==> config.mk <==
export PLATFORM = sky130hd
export DESIGN_NAME = rgb_pwm_driver
export DESIGN_NICKNAME = d
export VERILOG_FILES = /design/src/rtl/rgb_pwm_driver.sv
export SDC_FILE = /design/constraint.sdc
export NUM_CORES = 1
export LEC_CHECK = 0
export BUFFER_PORTS_ARGS = -buffer_cell sky130_fd_sc_hd__buf_2
export CAP_MARGIN = 15
export CORE_MARGIN = 5
export CORE_UTILIZATION = 52
export DETAILED_ROUTE_END_ITERATION = 6
export PLACE_DENSITY = 0.75
export RECOVER_POWER = 100
export SLEW_MARGIN = 20
export SYNTH_ARGS = -nofsm -noshare
export SYNTH_HDL_FRONTEND = slang
export SYNTH_SLANG_ARGS = --single-unit
==> constraint.sdc <==
create_clock -name clk -period 1.7 [get_ports clk]
set_clock_uncertainty 0.1 [all_clocks]
set_input_delay 0.34 -clock clk [delete_from_list [all_inputs] [get_ports clk]]
set_output_delay 0.34 -clock clk [all_outputs]
set_load 0.05 [all_outputs]
==> src/rtl/rgb_pwm_driver.sv <==
// Three-channel 8-bit PWM LED driver for the 24-bit light word.
// Duty registers only change at PWM period boundaries, optionally ramping by one step every FADE_PERIODS periods.
module rgb_pwm_driver #(
    parameter int unsigned PRESCALE     = 4,
    parameter int unsigned FADE_PERIODS = 0
) (
    input  logic        clk,
    input  logic        rst,
    input  logic        enable,
    input  logic [23:0] light,
    output logic        led_r,
    output logic        led_g,
    output logic        led_b,
    output logic        frame,
    output logic        busy
);
    localparam logic [15:0] PRE_LAST  = 16'(PRESCALE - 1);
    localparam logic [7:0]  FADE_LAST = 8'(FADE_PERIODS - 1);
    localparam logic [7:0]  PWM_LAST  = 8'd254;

    logic [15:0] pre_cnt_q, pre_cnt_d;
    logic [7:0]  pwm_cnt_q, pwm_cnt_d;
    logic [7:0]  fade_cnt_q, fade_cnt_d;
    logic [23:0] target_q, target_d;
    logic        frame_q, frame_d;
    logic        tick, wrap, fade_step;
    logic [2:0]  led_vec, diff_vec;

    always_comb begin
        tick       = enable && (pre_cnt_q == PRE_LAST);
        wrap       = tick && (pwm_cnt_q == PWM_LAST);
        fade_step  = wrap && (FADE_PERIODS != 0) && (fade_cnt_q == FADE_LAST);
        pre_cnt_d  = '0;
        pwm_cnt_d  = '0;
        fade_cnt_d = '0;
        if (enable) begin
            pre_cnt_d  = tick ? '0 : pre_cnt_q + 16'd1;
            pwm_cnt_d  = wrap ? '0 : (tick ? pwm_cnt_q + 8'd1 : pwm_cnt_q);
            fade_cnt_d = fade_cnt_q;
            if (wrap && (FADE_PERIODS != 0)) begin
                fade_cnt_d = fade_step ? '0 : fade_cnt_q + 8'd1;
            end
        end
        // The colour is only ever sampled on the wrap cycle.
        target_d = wrap ? light : target_q;
        frame_d  = wrap;
    end

    always_ff @(posedge clk) begin
        if (rst) begin
            pre_cnt_q  <= '0;
            pwm_cnt_q  <= '0;
            fade_cnt_q <= '0;
            target_q   <= '0;
            frame_q    <= 1'b0;
        end else begin
            pre_cnt_q  <= pre_cnt_d;
            pwm_cnt_q  <= pwm_cnt_d;
            fade_cnt_q <= fade_cnt_d;
            target_q   <= target_d;
            frame_q    <= frame_d;
        end
    end

    // Channel gi uses light[8*gi +: 8]: 0 = blue, 1 = green, 2 = red.
    for (genvar gi = 0; gi < 3; gi++) begin : g_chan
        logic [7:0] duty_q, duty_d;
        logic       led_q, led_d;
        logic [7:0] req;

        assign req = light[8*gi +: 8];

        always_comb begin
            duty_d = duty_q;
            if (wrap && (FADE_PERIODS == 0)) begin
                duty_d = req;
            end else if (fade_step) begin
                if (duty_q < req) begin
                    duty_d = duty_q + 8'd1;
                end else if (duty_q > req) begin
                    duty_d = duty_q - 8'd1;
                end
            end
            // pwm_cnt never exceeds 254, so duty 255 holds the pin high all period.
            led_d = enable && (pwm_cnt_q < duty_q);
        end

        always_ff @(posedge clk) begin
            if (rst) begin
                duty_q <= '0;
                led_q  <= 1'b0;
            end else begin
                duty_q <= duty_d;
                led_q  <= led_d;
            end
        end

        assign led_vec[gi]  = led_q;
        assign diff_vec[gi] = (duty_q != target_q[8*gi +: 8]);
    end

    assign led_r = led_vec[2];
    assign led_g = led_vec[1];
    assign led_b = led_vec[0];
    assign frame = frame_q;
    assign busy  = |diff_vec;
endmodule

==> results.md <==
* Status: finished with violations
* Die ar. at 6800 um^2
* H-tree Lvls at 2
* Max_cap viols at 0
* Flop pwr share at roughly three fifths
* Total clock sinks at between 50 and 60
* Failing checks: negative setup slack
* Worst Path Arrival at a little under 2000 ps
* Worst setup EP type: flop
* Register area share after synthesis at a little under two fifths
* Worst-margin pin slew at between 500 and 600 ps
* Cell area power density at between 500 and 600 nW/um^2
* Drt first pass iters at 4
* Final Non-Filler Cells at about 460
* Internal power at roughly 1.6 mW
* Initial Util at between 50% and 60%
* Initial antenna violation count at 0
* Gr ovfl total at 0
* FF+latch count, synth at 52
* Fin crit period at between 1500 and 2000 ps
* Reg-to-Reg End: target_q[8]
* CTS Buffer Depth at 2
* Synth Net Count at about 380
* Num CTS Buffers at 5
* Fin crit share at 106%
* LEAKAGE at 1.28 nW
* Worst skew pair latency at 310 ps
* HP Class: primary input to flop
* Synth cell count leaders: 52 x dfxtp_1, 46 x a21oi_1, 34 x nand3_1
* Top_reg_cell synth: dfxtp_1
* Largest area contributor in the netlist: dfxtp_1
* Max Fanout on Critical Path at 8
* CP startpoint kind: flop
* Worst setup path category: flop to flop
* Core area at around 5100 um^2
* First-pass GRT wire length at ~12,000 um
* Layout cells sized above 1 at between 30% and 40%
* Drt via density at around 5.7
* CTS tree: built
* Root Driver: clkbuf_8
* Slowest stage delay, CP at 380 ps
* Hold endpoint: target_q[1]
* CP max stage cell: dfxtp_4
* Async set-or-reset flop fraction in the synthesized netlist at 0%
* RR Startpoint: pre_cnt_q[0]
* Hold_sp: light[1]
* Final GP Congestion at ~0.83
* Post-Synthesis Cells at between 300 and 400
* Synthesized cell area at approximately 2700 um^2
* DRT Wirelength at a little under 8000 um
* CP cell instances: ha_4 -> nor4b_4 -> and4_4 -> buf_12 -> clkbuf_16 -> nand3_4 -> a21oi_1
* Wire length per cell at between 15 and 20 um
* Dpl cells at 448
* # setup viols final at 31
* Yosys top cell area share at about two fifths
* Library cells used by synthesis at 35
* Rows at 26
* Hold Path Cell Cnt at 3
* CP required at about 1800 ps
* IO Pins at 32
* Post-DRT Antenna Nets at 0
* Dominant cells by area after synthesis: dfxtp_1 38%, ha_1 11%, a21oi_1 8.4%, nand3_1 6.2%, o21ai_0 5.3%
* Pre-CTS WS at -63.5 ps
* Dpl hpwl at 4990 um
* Yosys warns at 0
* Flop-to-flop setup slack at -90 ps
* Via count at 2,640
* Post-Syn Area per Cell at roughly 8.4 um^2
* Setup TNS at -1730 ps
* Initial DRC Count at 132
* VDD IR-drop max at about 530 uV
* Number of global-route vias before repair at ~2,500
* Port Buffer Count at 30
* Number of synthesized flops with an enable pin at 0
* Top-count cell post-synth: dfxtp_1
* Min Hold Slack at approximately 170 ps
* Die X at around 82 um
* Largest net degree at the start of global routing at 27
* Slew Limit Headroom at between 60 and 70%
* Fill cells at between 400 and 500
* Die Span Y at approximately 82 um
* Clock share of power at 36.1%
* NetSw at roughly 480 uW
* Drt drc at 0
* P&R area growth vs syn at 34.0%
* NumNets Final at 442
* Overall Global Routing Usage at between 20% and 30%
* Final count of hold timing violations at 0
* Fmax at 557 MHz
* Comb power frac at between 5 and 6%
* Register-to-Register Path Depth at 7
* RSZ-0062 raised after global routing: yes
* Max-slew violations at 0
* Setup slack after layout at -94.3 ps
* Clock transition at path regs at ~100 ps
* Antenna Cells at 0
* Switching Share at between 20 and 25%
* Cts hold-fix bufs at 0
critical path, delay by kind of cell, from the launching register on:
kind                     cells  cell delay [ps]
AO/OA/AOI/OAI                1              130
adder cells (fa/ha/maj)      1              140
buffers and inverters        2              320
flip-flops                   1              380
AND/OR/NAND/NOR              3              650
flip-flops by register name, indices dropped and copies added, names as in the netlist:
register,cells
target_q,24
led_g,1
pwm_cnt_q,8
led_b,1
pre_cnt_q,16
frame,1
led_r,1
cells by family after synthesis:
group           Yosys count  share of synthesized area [%]
xor+xnor                 14                           4.49
other cells               1                          0.137
compound gates           86                           17.6
simple gates            107                           21.7
buf+inv                  42                           6.96
flops                    52                           38.1
fa+ha+maj                24                           11.0
worst max path at each step:
stage / startpoint / end / slack, ps / cells past startpoint
after detailed placement: pre_cnt_q[0] / pre_cnt_q[2] / -60 / 7
after floorplan: pwm_cnt_q[0] / target_q[10] / 20 / 7
after CTS: pre_cnt_q[0] / target_q[17] / -40 / 6
final: pre_cnt_q[0] / target_q[8] / -90 / 7
after global placement: enable / pre_cnt_q[15] / 30 / 7
after global routing: pre_cnt_q[0] / target_q[12] / -180 / 7
stage by stage:
stage | utilization (%) | instance area (um^2) | power (mW)
6_report | 71.7 | 3660 | 2.08
5_1_grt | 71.7 | 3660 | 2.16
4_1_cts | 67.7 | 3460 | 2.09
3_5_place_dp | 63.2 | 3230 | 1.34
3_3_place_gp | 63.2 | 3230 | 1.34
2_1_floorplan | - | 2740 | 1.29
final cells by class:
class                      count  area [um^2]  area share, %
multi-input combinational    232         1710           46.7
sequential                    52         1050           28.7
timing repair buffer          76          626           17.1
inverter                      24         90.1           2.46
tap                           70         87.6           2.39
clock buffer                   6         82.6           2.26
clock inverter                 2         15.0          0.410
power groups by stage:
| stage | registers (mW) | clock network, mW | logic, mW |
|---|---|---|---|
| detailed placement | 1.25 | 0 | 0.0902 |
| global placement | 1.25 | 0 | 0.0877 |
| CTS | 1.22 | 0.768 | 0.0974 |
| floorplan | 1.25 | 0 | 0.0375 |
| global route | 1.22 | 0.829 | 0.113 |
| finish | 1.22 | 0.749 | 0.105 |
layout by cell type (no fill, tap or decap), types with 10 or more instances in the layout:
cell type / instances
dfxtp_1: 47
nand2_1: 12
nand3_1: 22
a21oi_1: 40
buf_2: 26
ha_1: 23
o21ai_0: 28
nor2_1: 18
nand3_2: 11
inv_1: 24
buf_4: 35
xnor2_1: 10
repair_timing:
| action | 4_1_cts | 5_1_grt |
|---|---|---|
| cloned | 1 | 2 |
| pin swaps | 3 | 21 |
| gates resized for setup | 18 | 30 |
| setup endpoints to repair | 46 | 48 |
| setup buffers | 2 | 2 |
layer usage:
| metal | wire length [um] | track usage [%] | share of wire (%) | up-vias |
|---|---|---|---|---|
| met3 | 297 | 4.34 | 3.8 | 18 |
| li1 | - | - | - | 1286 |
| met4 | 184 | 7.81 | 2.4 | 0 |
| met1 | 3130 | 26.1 | 40 | 1271 |
| met5 | 0 | 0 | 0 | - |
| met2 | 4120 | 40.5 | 53 | 65 |
(Power assumes the default switching activity.)
